<file path="src/rtl/alu_writeback_pkg.sv">
// Shared constants and types for the ALU writeback stage.
// Flag bit positions, status register layout and the writeback FIFO entry.
package alu_writeback_pkg;

  localparam int unsigned DATA_W     = 16;
  localparam int unsigned FLAG_W     = 5;
  localparam int unsigned WB_RADDR_W = 4;

  localparam int unsigned FLAG_C = 0;
  localparam int unsigned FLAG_Z = 1;
  localparam int unsigned FLAG_N = 2;
  localparam int unsigned FLAG_V = 3;
  localparam int unsigned FLAG_S = 4;

  typedef struct packed {
    logic s;
    logic v;
    logic n;
    logic z;
    logic c;
  } status_t;

  typedef struct packed {
    logic [WB_RADDR_W-1:0] rd;
    logic [DATA_W-1:0]     data;
  } wb_entry_t;

  // Masked replace: bits selected by mask take the new flag value.
  function automatic status_t merge_flags(status_t cur, logic [FLAG_W-1:0] flags,
                                          logic [FLAG_W-1:0] mask);
    return status_t'((cur & ~mask) | (flags & mask));
  endfunction

endpackage

</file>
<file path="src/rtl/alu_writeback_wb_fifo.sv">
// In-order synchronous FIFO for pending register-file writes.
// Head entry is read straight from storage registers; async active-low reset.
module wb_fifo
  import alu_writeback_pkg::*;
#(
  parameter int unsigned DEPTH   = 2,
  parameter type         entry_t = wb_entry_t
) (
  input  logic                       clk_i,
  input  logic                       rst_ni,
  input  logic                       push_i,
  input  entry_t                     wdata_i,
  input  logic                       pop_i,
  output entry_t                     rdata_o,
  output logic                       full_o,
  output logic                       empty_o,
  output logic [$clog2(DEPTH):0]     count_o
);

  localparam int unsigned PTR_W = $clog2(DEPTH);
  localparam int unsigned CNT_W = PTR_W + 1;

  entry_t             mem_q [DEPTH];
  logic [PTR_W-1:0]   wr_ptr_q, rd_ptr_q;
  logic [CNT_W-1:0]   count_q, count_d;
  logic               do_push, do_pop;

  assign full_o  = (count_q == CNT_W'(DEPTH));
  assign empty_o = (count_q == '0);
  assign count_o = count_q;
  assign rdata_o = mem_q[rd_ptr_q];

  // Guarded here so the FIFO cannot over/underflow even if a caller misbehaves.
  assign do_push = push_i & ~full_o;
  assign do_pop  = pop_i & ~empty_o;

  always_comb begin
    count_d = count_q;
    case ({do_push, do_pop})
      2'b10:   count_d = count_q + CNT_W'(1);
      2'b01:   count_d = count_q - CNT_W'(1);
      default: count_d = count_q;
    endcase
  end

  always_ff @(posedge clk_i or negedge rst_ni) begin
    if (!rst_ni) begin
      wr_ptr_q <= '0;
      rd_ptr_q <= '0;
      count_q  <= '0;
      for (int i = 0; i < DEPTH; i++) mem_q[i] <= '0;
    end else begin
      if (do_push) begin
        mem_q[wr_ptr_q] <= wdata_i;
        wr_ptr_q        <= wr_ptr_q + PTR_W'(1);
      end
      if (do_pop) rd_ptr_q <= rd_ptr_q + PTR_W'(1);
      count_q <= count_d;
    end
  end

endmodule

</file>
<file path="src/rtl/alu_writeback.sv">
// ALU writeback stage: masked status-register update plus buffered register-file writes.
// Build macro ALU_WB_STICKY_OVF_EN makes the V status bit sticky until sr_we or reset.
module alu_writeback
  import alu_writeback_pkg::*;
#(
  parameter int unsigned DEPTH   = 2,
  parameter int unsigned RADDR_W = WB_RADDR_W
) (
  input  logic                     clk,
  input  logic                     resetn,
  input  logic                     in_valid,
  output logic                     in_ready,
  input  logic [DATA_W-1:0]        in_y,
  input  logic [FLAG_W-1:0]        in_flags,
  input  logic [FLAG_W-1:0]        in_flag_mask,
  input  logic                     in_wb_en,
  input  logic [RADDR_W-1:0]       in_rd,
  output logic                     rf_we,
  output logic [RADDR_W-1:0]       rf_waddr,
  output logic [DATA_W-1:0]        rf_wdata,
  input  logic                     rf_ready,
  input  logic                     sr_we,
  input  logic [FLAG_W-1:0]        sr_wdata,
  output logic [FLAG_W-1:0]        status,
  output logic [$clog2(DEPTH):0]   occupancy
);

  typedef struct packed {
    logic [RADDR_W-1:0] rd;
    logic [DATA_W-1:0]  data;
  } slot_t;

  status_t status_q, status_d;
  slot_t   push_slot, head_slot;
  logic    accept, push, pop, full, empty;

  assign in_ready = ~full;
  assign rf_we    = ~empty;
  assign accept   = in_valid & in_ready;
  // Flag-only instructions still take a handshake slot to keep ordering.
  assign push     = accept & in_wb_en;
  assign pop      = rf_we & rf_ready;

  assign push_slot = '{rd: in_rd, data: in_y};
  assign rf_waddr  = head_slot.rd;
  assign rf_wdata  = head_slot.data;
  assign status    = status_q;

  wb_fifo #(
    .DEPTH   (DEPTH),
    .entry_t (slot_t)
  ) u_wb_fifo (
    .clk_i   (clk),
    .rst_ni  (resetn),
    .push_i  (push),
    .wdata_i (push_slot),
    .pop_i   (pop),
    .rdata_o (head_slot),
    .full_o  (full),
    .empty_o (empty),
    .count_o (occupancy)
  );

  always_comb begin
    status_d = status_q;
    if (sr_we) begin
      status_d = status_t'(sr_wdata);
    end else if (accept) begin
      status_d = merge_flags(status_q, in_flags, in_flag_mask);
`ifdef ALU_WB_STICKY_OVF_EN
      if (in_flag_mask[FLAG_V]) status_d.v = status_q.v | in_flags[FLAG_V];
`else
      status_d.v = status_d.v;
`endif
    end
  end

  always_ff @(posedge clk or negedge resetn) begin
    if (!resetn) status_q <= '0;
    else         status_q <= status_d;
  end

endmodule
</file>
<file path="config.mk">
export PLATFORM = sky130hd
export DESIGN_NAME = alu_writeback
export DESIGN_NICKNAME = d
export VERILOG_FILES = /design/src/rtl/alu_writeback_pkg.sv /design/src/rtl/alu_writeback_wb_fifo.sv /design/src/rtl/alu_writeback.sv
export SDC_FILE = /design/constraint.sdc
export NUM_CORES = 1
export LEC_CHECK = 0
export CORE_ASPECT_RATIO = 1.1
export CORE_MARGIN = 2
export CORE_UTILIZATION = 42
export DETAILED_ROUTE_END_ITERATION = 12
export PLACE_DENSITY = 0.86
export SLEW_MARGIN = 20
export SYNTH_ARGS = -nofsm -noshare
export SYNTH_HDL_FRONTEND = slang
export SYNTH_SLANG_ARGS = --single-unit
</file>
<file path="constraint.sdc">
create_clock -name clk -period 1.46 [get_ports clk]
set_clock_uncertainty 0.1 [all_clocks]
set_input_delay 0.292 -clock clk [delete_from_list [all_inputs] [get_ports clk]]
set_output_delay 0.292 -clock clk [all_outputs]
set_load 0.005 [all_outputs]
</file>
# After elaboration in Yosys (flattened, before gate mapping)
# Cells that the tools add are included.
dict set report totals {
  mem_count 0
  regBits 49
  latch_bits 0
  ram_bits 0
  output_inout_bits 29
  inputBits 41
  mem_bits_ro 0
}
dict set report classes {
  shift 0
  n_mul 0
  addsub 4
  reduce_logical 4
  muxes 9
  div 0
  magnitude_cmp 3
  eq_ne 3
  bitwise 13
}
# cell n
set ops {}
lappend ops {{$mux 20} 4}
lappend ops {{$bwmux 40} 1}
lappend ops {{$demux 20 s1} 1}
lappend ops {{$and 5x5->5} 2}
lappend ops {{$mux 5} 2}
lappend ops {{$and 1x1->1} 5}
lappend ops {{$not 5->5} 1}
lappend ops {{$or 5x5->5} 1}
lappend ops {{$eq 2x2->1 const B} 2}
lappend ops {{$ge 2x2->1 const B} 2}
lappend ops {{$not 1->2} 2}
lappend ops {{$pmux 2 s2} 1}
lappend ops {{$reduce_bool 2->1} 2}
lappend ops {{$add 1x1->1 const B} 2}
lappend ops {{$add 2x1->2 const B} 1}
lappend ops {{$eq 2x1->1 const B} 1}
lappend ops {{$logic_not 2->1} 1}
lappend ops {{$lt 2x1->1 const B} 1}
lappend ops {{$not 1->1} 2}
lappend ops {{$sub 2x1->2 const B} 1}
lappend ops {{$logic_and 1x1->1} 1}

# Logic depth before layout (Yosys ltp)
# Gate-level depths: netlist of run 1.
dict set report depth {
  depth_word 7
  depth_mapped 7
}

# Cells and area by module
# Synthesis of run 1 repeated with hierarchy kept, for this count alone.
dict set report hier_totals {
  cells_unflattened 156
  hier_area_um2 2339.7
}
# mod seq_area_each_um2 area_each_um2 n_inst cells_each
set modules_own_cells {}
lappend modules_own_cells {wb_fifo 1101.1 2026.9 1 124}
lappend modules_own_cells {alu_writeback 125.1 312.8 1 32}

# Worst setup path before layout of run 1
# No wires, ideal clock.
dict set report synth_timing {
  path_type {flip-flop to flip-flop}
  start {register u_wb_fifo.count_q[1] (netlist: u_wb_fifo.count_o[1])}
  end {register u_wb_fifo.count_q[1] (netlist: u_wb_fifo.count_o[1])}
  stages_incl_launch_ff 6
  synth_period_minus_slack_ns 1.660
  arrival_ns 1.481
  setup_time_ns 0.079
  n_path_buf 0
  setup_slack_ns -0.200
  cell_sequence {dfrtp_1 or2_2 and2_1 ha_1 nor2_1 xor2_1}
}
dict set report synth_between {
  elab_cells_between_ends 15
  classes_between {add/sub: 2; eq/ne: 3; mux: 1; bitwise: 7; reduce/logical: 2}
}
# item line_no
set synth_rtl {}
lappend synth_rtl {{start: declaration} alu_writeback_wb_fifo.sv:25} ;# logic [CNT_W-1:0] count_q, count_d;
lappend synth_rtl {{start signal: assignment} alu_writeback_wb_fifo.sv:58} ;# count_q <= count_d;
lappend synth_rtl {{$logic_not 2->1 (*)} alu_writeback_wb_fifo.sv:29} ;# assign empty_o = (count_q == '0);
lappend synth_rtl {{$not 1->1 (*)} alu_writeback.sv:38} ;# assign rf_we = ~empty;
lappend synth_rtl {{net rf_we} alu_writeback.sv:18} ;# output logic rf_we,
lappend synth_rtl {{$and 1x1->1} alu_writeback.sv:42} ;# assign pop = rf_we & rf_ready;
lappend synth_rtl {{$and 1x1->1 (*)} alu_writeback_wb_fifo.sv:35} ;# assign do_pop = pop_i & ~empty_o;
lappend synth_rtl {{net u_wb_fifo.do_pop} alu_writeback_wb_fifo.sv:26} ;# logic do_push, do_pop;
lappend synth_rtl {{$eq 2x1->1 / $eq 2x2->1 (equally long branches)} alu_writeback_wb_fifo.sv:39} ;# case ({do_push, do_pop})
lappend synth_rtl {{$pmux 2 s2 / $reduce_bool 2->1 (equally long branches)} n/a}
# Mark *: on every way through the listed nets, which the timed path passes. The rest lies on a longest branch.
# A chain may end at the register's enable or synchronous reset.

# Worst setup path in the final report of run 1
dict set report layout_timing {
  start {register u_wb_fifo.rd_ptr_q}
  end {output rf_waddr[3]}
}
dict set report layout_between {
  elab_chain_cells 4
}
# item line_no
set layout_rtl {}
lappend layout_rtl {{start: declaration} alu_writeback_wb_fifo.sv:24} ;# logic [PTR_W-1:0] wr_ptr_q, rd_ptr_q;
lappend layout_rtl {{start signal: assignment} alu_writeback_wb_fifo.sv:57} ;# if (do_pop) rd_ptr_q <= rd_ptr_q + PTR_W'(1);
lappend layout_rtl {{$not 1->2 (implied by the code)} alu_writeback_wb_fifo.sv:31} ;# assign rdata_o = mem_q[rd_ptr_q];
lappend layout_rtl {{$mux 20 (implied by the code) (3 in a row)} alu_writeback_wb_fifo.sv:31}
lappend layout_rtl {{end: declaration} alu_writeback.sv:19} ;# output logic [RADDR_W-1:0] rf_waddr,
# No other way between the ends. The select of a mux whose other input is x is not followed.

==> results.py, run 1 <==
metrics = {
    "place": {
        "port_buffers": 69,
        "gp_congestion": 0.674,
        "placedCellCount": 308,
        "hpwl_um": 3250,
    },
    "sta": {
        "max_slew_margin": 0.776,
        "worst_slack_ns": -0.397,
        "finalHoldViolations": 0,
        "rsz0062_at_grt": "yes",
        "maxSlewViolCount": 0,
        "fmax_ghz": 0.538,
        "period_needed_ns": 1.86,
        "setup_violations": 69,
        "max_slew.worst_pin.slew_ns": 0.335,
        "finalCritPeriodShare": 1.27,
    },
    "die": {
        "io_pins": 70,
        "initial_utilization": 0.435,
        "fp-row-count": 28,
        "die_w_um": 75.3,
        "coreArea_um2": 5400,
        "die-area_um2": 6210,
        "die_height_um": 82.4,
    },
    "power": {
        "switching_share": 0.279,
        "p_comb_frac": 0.559,
        "power.density_nw_per_um2": 2030,
        "ir_drop_mv": 1.23,
        "power_switching_mw": 2.16,
        "p_seq_frac": 0.310,
        "p_int_mw": 5.59,
        "leakage_nw": 1.77,
        "clkPwrFrac": 0.131,
    },
    "logic_synthesis": {
        "synthFlopType": "dfrtp_1",
        "synth-edff-count": 0,
        "async_flop_share": 1.00,
        "synthDistinctLibCells": 24,
        "yosys.area_share.simple": 0.0581,
        "syn_inst": 156,
        "synth_mux_area_frac": 0.320,
        "synth_top_family_by_area": "multiplexers",
        "synth_compound_area_frac": 0.0320,
        "ys_seq_area_frac": 0.522,
        "yosys_warnings": 0,
        "ys_ff_latch": 49,
        "syn_avg_cell_area_um2": 15.1,
        "syn_nets": 198,
        "synth_area_um2": 2350,
        "synthAdderAreaFrac": 0.00533,
        "synth-xor-area-share": 0.0186,
    },
    "clocking": {
        "clk_latency_ns": 0.30,
        "cts_max_path_buffers": 2,
        "cts_tree": "done",
        "cts_sinks": 49,
        "cts_buffers": 5,
        "h-tree-depth": 2,
        "root_buffer": "clkbuf_8",
        "clkSlewWorstSetupHoldPaths_ns": 0.09,
    },
    "detailed_routing": {
        "dr.first_iter.drc_count": 65,
        "via_per_inst": 4.79,
        "wl_um": 5570,
        "drc_errors": 0,
        "firstDrtPassIters": 4,
        "detail-route-antenna-nets": 0,
        "wl_per_cell_um": 16.2,
        "vias": 1642,
    },
    "hold_path": {
        "hold_class": "primary input to async pin",
    },
    "run_status": {
        "status": "complete, but fails checks",
        "violations": "negative setup slack",
    },
    "setup_path": {
        "path_cells": "clkbuf_16, buf_4, mux2_2, buf_2",
        "crit_path_end_kind": "output port",
        "cp_slowest_stage_delay_ns": 0.45,
        "cp-start-kind": "flip-flop",
        "required_ns": 1.07,
        "arrival_ns": 1.47,
        "worst-setup-path-type": "flip-flop to output port",
        "cp_slowest_cell": "dfrtp_2",
        "worstPathMaxFanout": 6,
    },
    "global_routing": {
        "antenna_found_initial": 0,
        "grt_pass1_vias": 1853,
        "grt.total_usage": 0.203,
        "grt_max_degree": 50,
        "grt.overflow.total": 0,
        "grt_pass1_wl_um": 9290,
    },
    "finish": {
        "mostFrequentLayoutCell": "dfrtp_1",
        "nFillCells": 408,
        "layout.nets": 309,
        "drive_gt1_frac": 0.556,
        "antenna_cells": 0,
        "instances_no_fill": 343,
        "area_growth_syn_to_layout_pct": 62.6,
        "utilization": 0.708,
        "layout_common_cells": "dfrtp_1 (47), clkdlybuf4s50_1 (39), mux2_4 (35)",
    },
    "flow_run": {
        "drv_cap": 0,
    },
}
[layout make-up]
| class | instances | area, um^2 | share of cell area |
|---|---|---|---|
| sequential | 49 | 1230 | 0.322 |
| timing repair buffer | 113 | 1220 | 0.319 |
| multi-input combinational | 93 | 1140 | 0.298 |
| tap | 75 | 93.8 | 0.0246 |
| clock buffer | 6 | 82.6 | 0.0216 |
| clock inverter | 2 | 37.5 | 0.00983 |
| inverter | 5 | 18.8 | 0.00491 |
[worst paths after layout]
kind                                      start                    to  slack, ns  cells past startpoint
max in group asynchronous                resetn  u_wb_fifo.count_o[1]       0.62                      3
min reg2reg                  u_wb_fifo.mem_q[7]    u_wb_fifo.mem_q[7]       0.41                      1
max reg2reg                u_wb_fifo.count_o[0]  u_wb_fifo.count_o[1]      -0.22                      9
max                          u_wb_fifo.rd_ptr_q           rf_waddr[3]      -0.40                      4
min                                      resetn    u_wb_fifo.mem_q[9]       0.40                      3
min in group clk             u_wb_fifo.mem_q[7]    u_wb_fifo.mem_q[7]       0.41                      1
[metal layers]
metal  up-vias  wire length [um]  GRT usage
li1        776                 -          -
met1       808              2360      0.259
met2        51              2880      0.350
met3         7               248     0.0316
met4         0                74     0.0667
met5         -                 0          0
[cell usage after synthesis, types with 2 or more instances]
cell / count / area share
o31a_1: 5 / 0.019
xor2_1: 2 / 0.0075
inv_1: 5 / 0.0080
mux2_2: 39 / 0.19
buf_2: 3 / 0.0064
dfrtp_1: 49 / 0.52
buf_12: 2 / 0.017
mux2_4: 20 / 0.13
buf_6: 2 / 0.0096
and4_1: 5 / 0.019
xnor2_1: 3 / 0.011
a31oi_1: 5 / 0.013
nand2b_1: 5 / 0.013
[worst max-delay path, delay by kind of cell (launching register included)]
kind | cells | cell delay (ns)
DFF | 1 | 0.45
buffers and inverters | 3 | 0.40
muxes | 1 | 0.32
[stage by stage]
stage	hold slack (ns)	setup TNS, ns	total power, mW	worst slack (ns)	cell area, um^2
floorplan	-0.104	-1.14	4.17	-0.0655	2380
global placement	0.199	-18.96	5.67	-0.330	3260
detailed placement	0.200	-20.59	5.77	-0.375	3260
CTS	0.408	-14.84	7.52	-0.402	3770
global route	0.426	-16.80	8.24	-0.429	3820
finish	0.403	-14.16	7.76	-0.397	3820
[timing repair]
item / in CTS / in global routing
gates resized for setup: 137 / 34
setup endpoints to repair: 70 / 72
hold endpoints to repair: 49 / 0
setup buffers: 24 / 6
hold buffers: 1 / 0
cloned: 6 / 0
pin swaps: 12 / 8
[logic make-up (layout without fill, tap and decap cells)]
logic type	count (synthesis)	in the layout
flops	49	49
buf+inv	14	126
fa+ha+maj	1	1
xor+xnor	5	5
compound gates	10	10
simple gates	17	17
mux	60	60
[power groups by stage]
stage               Sequential [mW]  Clock [mW]  Combinational [mW]
finish                         2.40        1.01                4.34
global route                   2.48        1.10                4.67
CTS                            2.39        1.04                4.10
detailed placement             2.37           0                3.40
global placement               2.34           0                3.34
floorplan                      2.28           0                1.88
Note: power is estimated with default switching activity, not from simulation.
==> inputs of run 2 (changes only) <==
--- a/config.mk
+++ b/config.mk
@@ -10,7 +10,6 @@
 export CORE_UTILIZATION = 42
 export DETAILED_ROUTE_END_ITERATION = 12
 export PLACE_DENSITY = 0.86
-export SLEW_MARGIN = 20
 export SYNTH_ARGS = -nofsm -noshare
 export SYNTH_HDL_FRONTEND = slang
 export SYNTH_SLANG_ARGS = --single-unit
==> results of run 2 <==
The final DEF is identical to that of run 1; final timing and power are the same.
==> inputs of run 3 (changes only) <==
--- a/config.mk
+++ b/config.mk
@@ -10,6 +10,7 @@
 export CORE_UTILIZATION = 42
 export DETAILED_ROUTE_END_ITERATION = 12
 export PLACE_DENSITY = 0.86
+export SKIP_LAST_GASP = 1
 export SYNTH_ARGS = -nofsm -noshare
 export SYNTH_HDL_FRONTEND = slang
 export SYNTH_SLANG_ARGS = --single-unit
==> results.py, run 3 (synthesized netlist as in run 1, its figures left out) <==
metrics = {
    "finish": {
        "nFillCells": 416,
        "layout_common_cells": "dfrtp_1 (47), clkdlybuf4s50_1 (39), mux2_4 (32)",
        "antenna_cells": 0,
        "area_growth_syn_to_layout_pct": 62.2,
        "utilization": 0.706,
        "drive_gt1_frac": 0.558,
        "mostFrequentLayoutCell": "dfrtp_1",
        "layout.nets": 310,
    },
    "detailed_routing": {
        "wl_um": 5560,
        "via_per_inst": 4.79,
        "vias": 1648,
        "firstDrtPassIters": 4,
        "wl_per_cell_um": 16.2,
        "drc_errors": 0,
        "detail-route-antenna-nets": 0,
        "dr.first_iter.drc_count": 59,
    },
    "setup_path": {
        "cp_top_family": "flip-flops",
        "required_ns": 1.07,
        "rr_worst_depth": 6,
        "rr_startpoint": "u_wb_fifo.count_o[0]",
        "reg2reg_slack_ns": -0.22,
        "critPathBufInv": 3,
        "cp_slowest_cell": "dfrtp_2",
        "r2r-end": "u_wb_fifo.mem_q[15]",
        "worstPathMaxFanout": 6,
        "arrival_ns": 1.46,
        "worst-setup-path-type": "flip-flop to output port",
        "cp-start-kind": "flip-flop",
        "cp_slowest_stage_delay_ns": 0.45,
        "crit_path_end_kind": "output port",
        "path_cells": "clkbuf_16, buf_4, mux2_2, buf_2",
    },
    "sta": {
        "finalHoldViolations": 0,
        "rsz0062_at_grt": "yes",
        "max_slew.worst_pin.slew_ns": 0.343,
        "finalSetupTns_ns": -14.90,
        "worst_slack_ns": -0.393,
        "finalCritPeriodShare": 1.27,
        "setup_violations": 69,
        "fmax_ghz": 0.540,
        "period_needed_ns": 1.85,
        "max_slew_margin": 0.770,
        "maxSlewViolCount": 0,
    },
    "global_routing": {
        "antenna_found_initial": 0,
        "grt.total_usage": 0.202,
        "grt_pass1_wl_um": 9230,
        "grt.overflow.total": 0,
        "grt_pass1_vias": 1840,
        "grt_max_degree": 50,
    },
    "power": {
        "p_int_mw": 5.57,
        "power_switching_mw": 2.16,
        "leakage_nw": 1.75,
        "p_comb_frac": 0.559,
        "switching_share": 0.280,
        "power.density_nw_per_um2": 2030,
        "p_seq_frac": 0.310,
        "clkPwrFrac": 0.131,
        "ir_drop_mv": 1.23,
    },
    "clocking": {
        "cts_buffers": 5,
        "cts_sinks": 49,
        "clkSlewWorstSetupHoldPaths_ns": 0.09,
        "clk_latency_ns": 0.30,
        "cts_max_path_buffers": 2,
        "cts_tree": "done",
        "root_buffer": "clkbuf_8",
        "h-tree-depth": 2,
    },
    "die": {
        "io_pins": 70,
        "coreArea_um2": 5400,
        "die_w_um": 75.3,
        "fp-row-count": 28,
        "die_height_um": 82.4,
        "initial_utilization": 0.435,
        "die-area_um2": 6210,
    },
    "run_status": {
        "violations": "negative setup slack",
        "status": "complete, but fails checks",
    },
    "place": {
        "hpwl_um": 3250,
        "gp_congestion": 0.674,
        "port_buffers": 69,
    },
    "hold_path": {
        "hold_class": "primary input to async pin",
    },
    "flow_run": {
        "drv_cap": 0,
    },
}
-- run 3: changes by cell type in the layout (fill, tap and decap cells not counted) --
cell	change
buf_16	+2
mux2_4	-3
buf_2	+1
buf_4	+2
clkbuf_16	-2
mux2_2	+3
buf_6	-2
-- run 3: repair_timing --
| action | in CTS | in global routing |
|---|---|---|
| gates resized for setup | 134 | 28 |
| gates cloned | 6 | 0 |
| endpoints found under the setup margin | 70 | 72 |
| hold endpoints to repair | 49 | 0 |
| pin swaps | 3 | 15 |
| hold buffers | 1 | 0 |
| setup buffers | 24 | 6 |
-- run 3: power groups by stage --
stage / registers, mW / logic, mW / clock network [mW]
after floorplan: 2.28 / 1.88 / 0
after global placement: 2.34 / 3.34 / 0
after detailed placement: 2.37 / 3.40 / 0
after CTS: 2.39 / 4.08 / 1.04
after global routing: 2.47 / 4.64 / 1.10
final: 2.40 / 4.32 / 1.01
-- run 3: routing by layer --
metal  global-route usage  part of all wire  up-vias
li1                     -                 -      778
met5                    0                 0        -
met2                0.345              0.53       51
met1                0.259              0.41      812
met4               0.0667             0.013        0
met3               0.0316             0.045        7
-- run 3: worst min-delay path, delay by kind of cell --
| kind | cells | cell delay, ns |
|---|---|---|
| buffers and inverters | 3 | 0.89 |
-- run 3: worst max-delay path by stage --
stage,from,endpoint,slack [ns],depth (start not counted)
after global routing,u_wb_fifo.rd_ptr_q,rf_wdata[4],-0.43,4
after global placement,in_valid,u_wb_fifo.mem_q[20],-0.33,4
after detailed placement,in_valid,u_wb_fifo.mem_q[33],-0.37,4
after CTS,u_wb_fifo.rd_ptr_q,rf_waddr[1],-0.40,4
final,u_wb_fifo.rd_ptr_q,rf_waddr[2],-0.39,4
after floorplan,u_wb_fifo.count_o[0],u_wb_fifo.count_o[1],-0.07,7
-- run 3: cell type report --
| cell class | count | area [um^2] | area share |
|---|---|---|---|
| flip-flops and latches | 49 | 1230 | 0.322 |
| repair buffers | 114 | 1220 | 0.321 |
| multi-input cells | 93 | 1130 | 0.296 |
| well taps | 75 | 93.8 | 0.0246 |
| clock buffers | 6 | 82.6 | 0.0217 |
| clock inverters | 2 | 37.5 | 0.00985 |
| inverters | 5 | 18.8 | 0.00493 |
-- run 3: metrics by stage --
| stage | setup WS [ns] | hold WS (ns) | power (mW) | instances | area, um^2 |
|---|---|---|---|---|---|
| floorplan | -0.0655 | -0.104 | 4.17 | 156 | 2380 |
| finish | -0.393 | 0.402 | 7.73 | 344 | 3810 |
| global placement | -0.330 | 0.199 | 5.67 | 308 | 3260 |
| CTS | -0.402 | 0.408 | 7.50 | 346 | 3760 |
| global route | -0.429 | 0.426 | 8.21 | 344 | 3810 |
| detailed placement | -0.375 | 0.200 | 5.77 | 308 | 3260 |
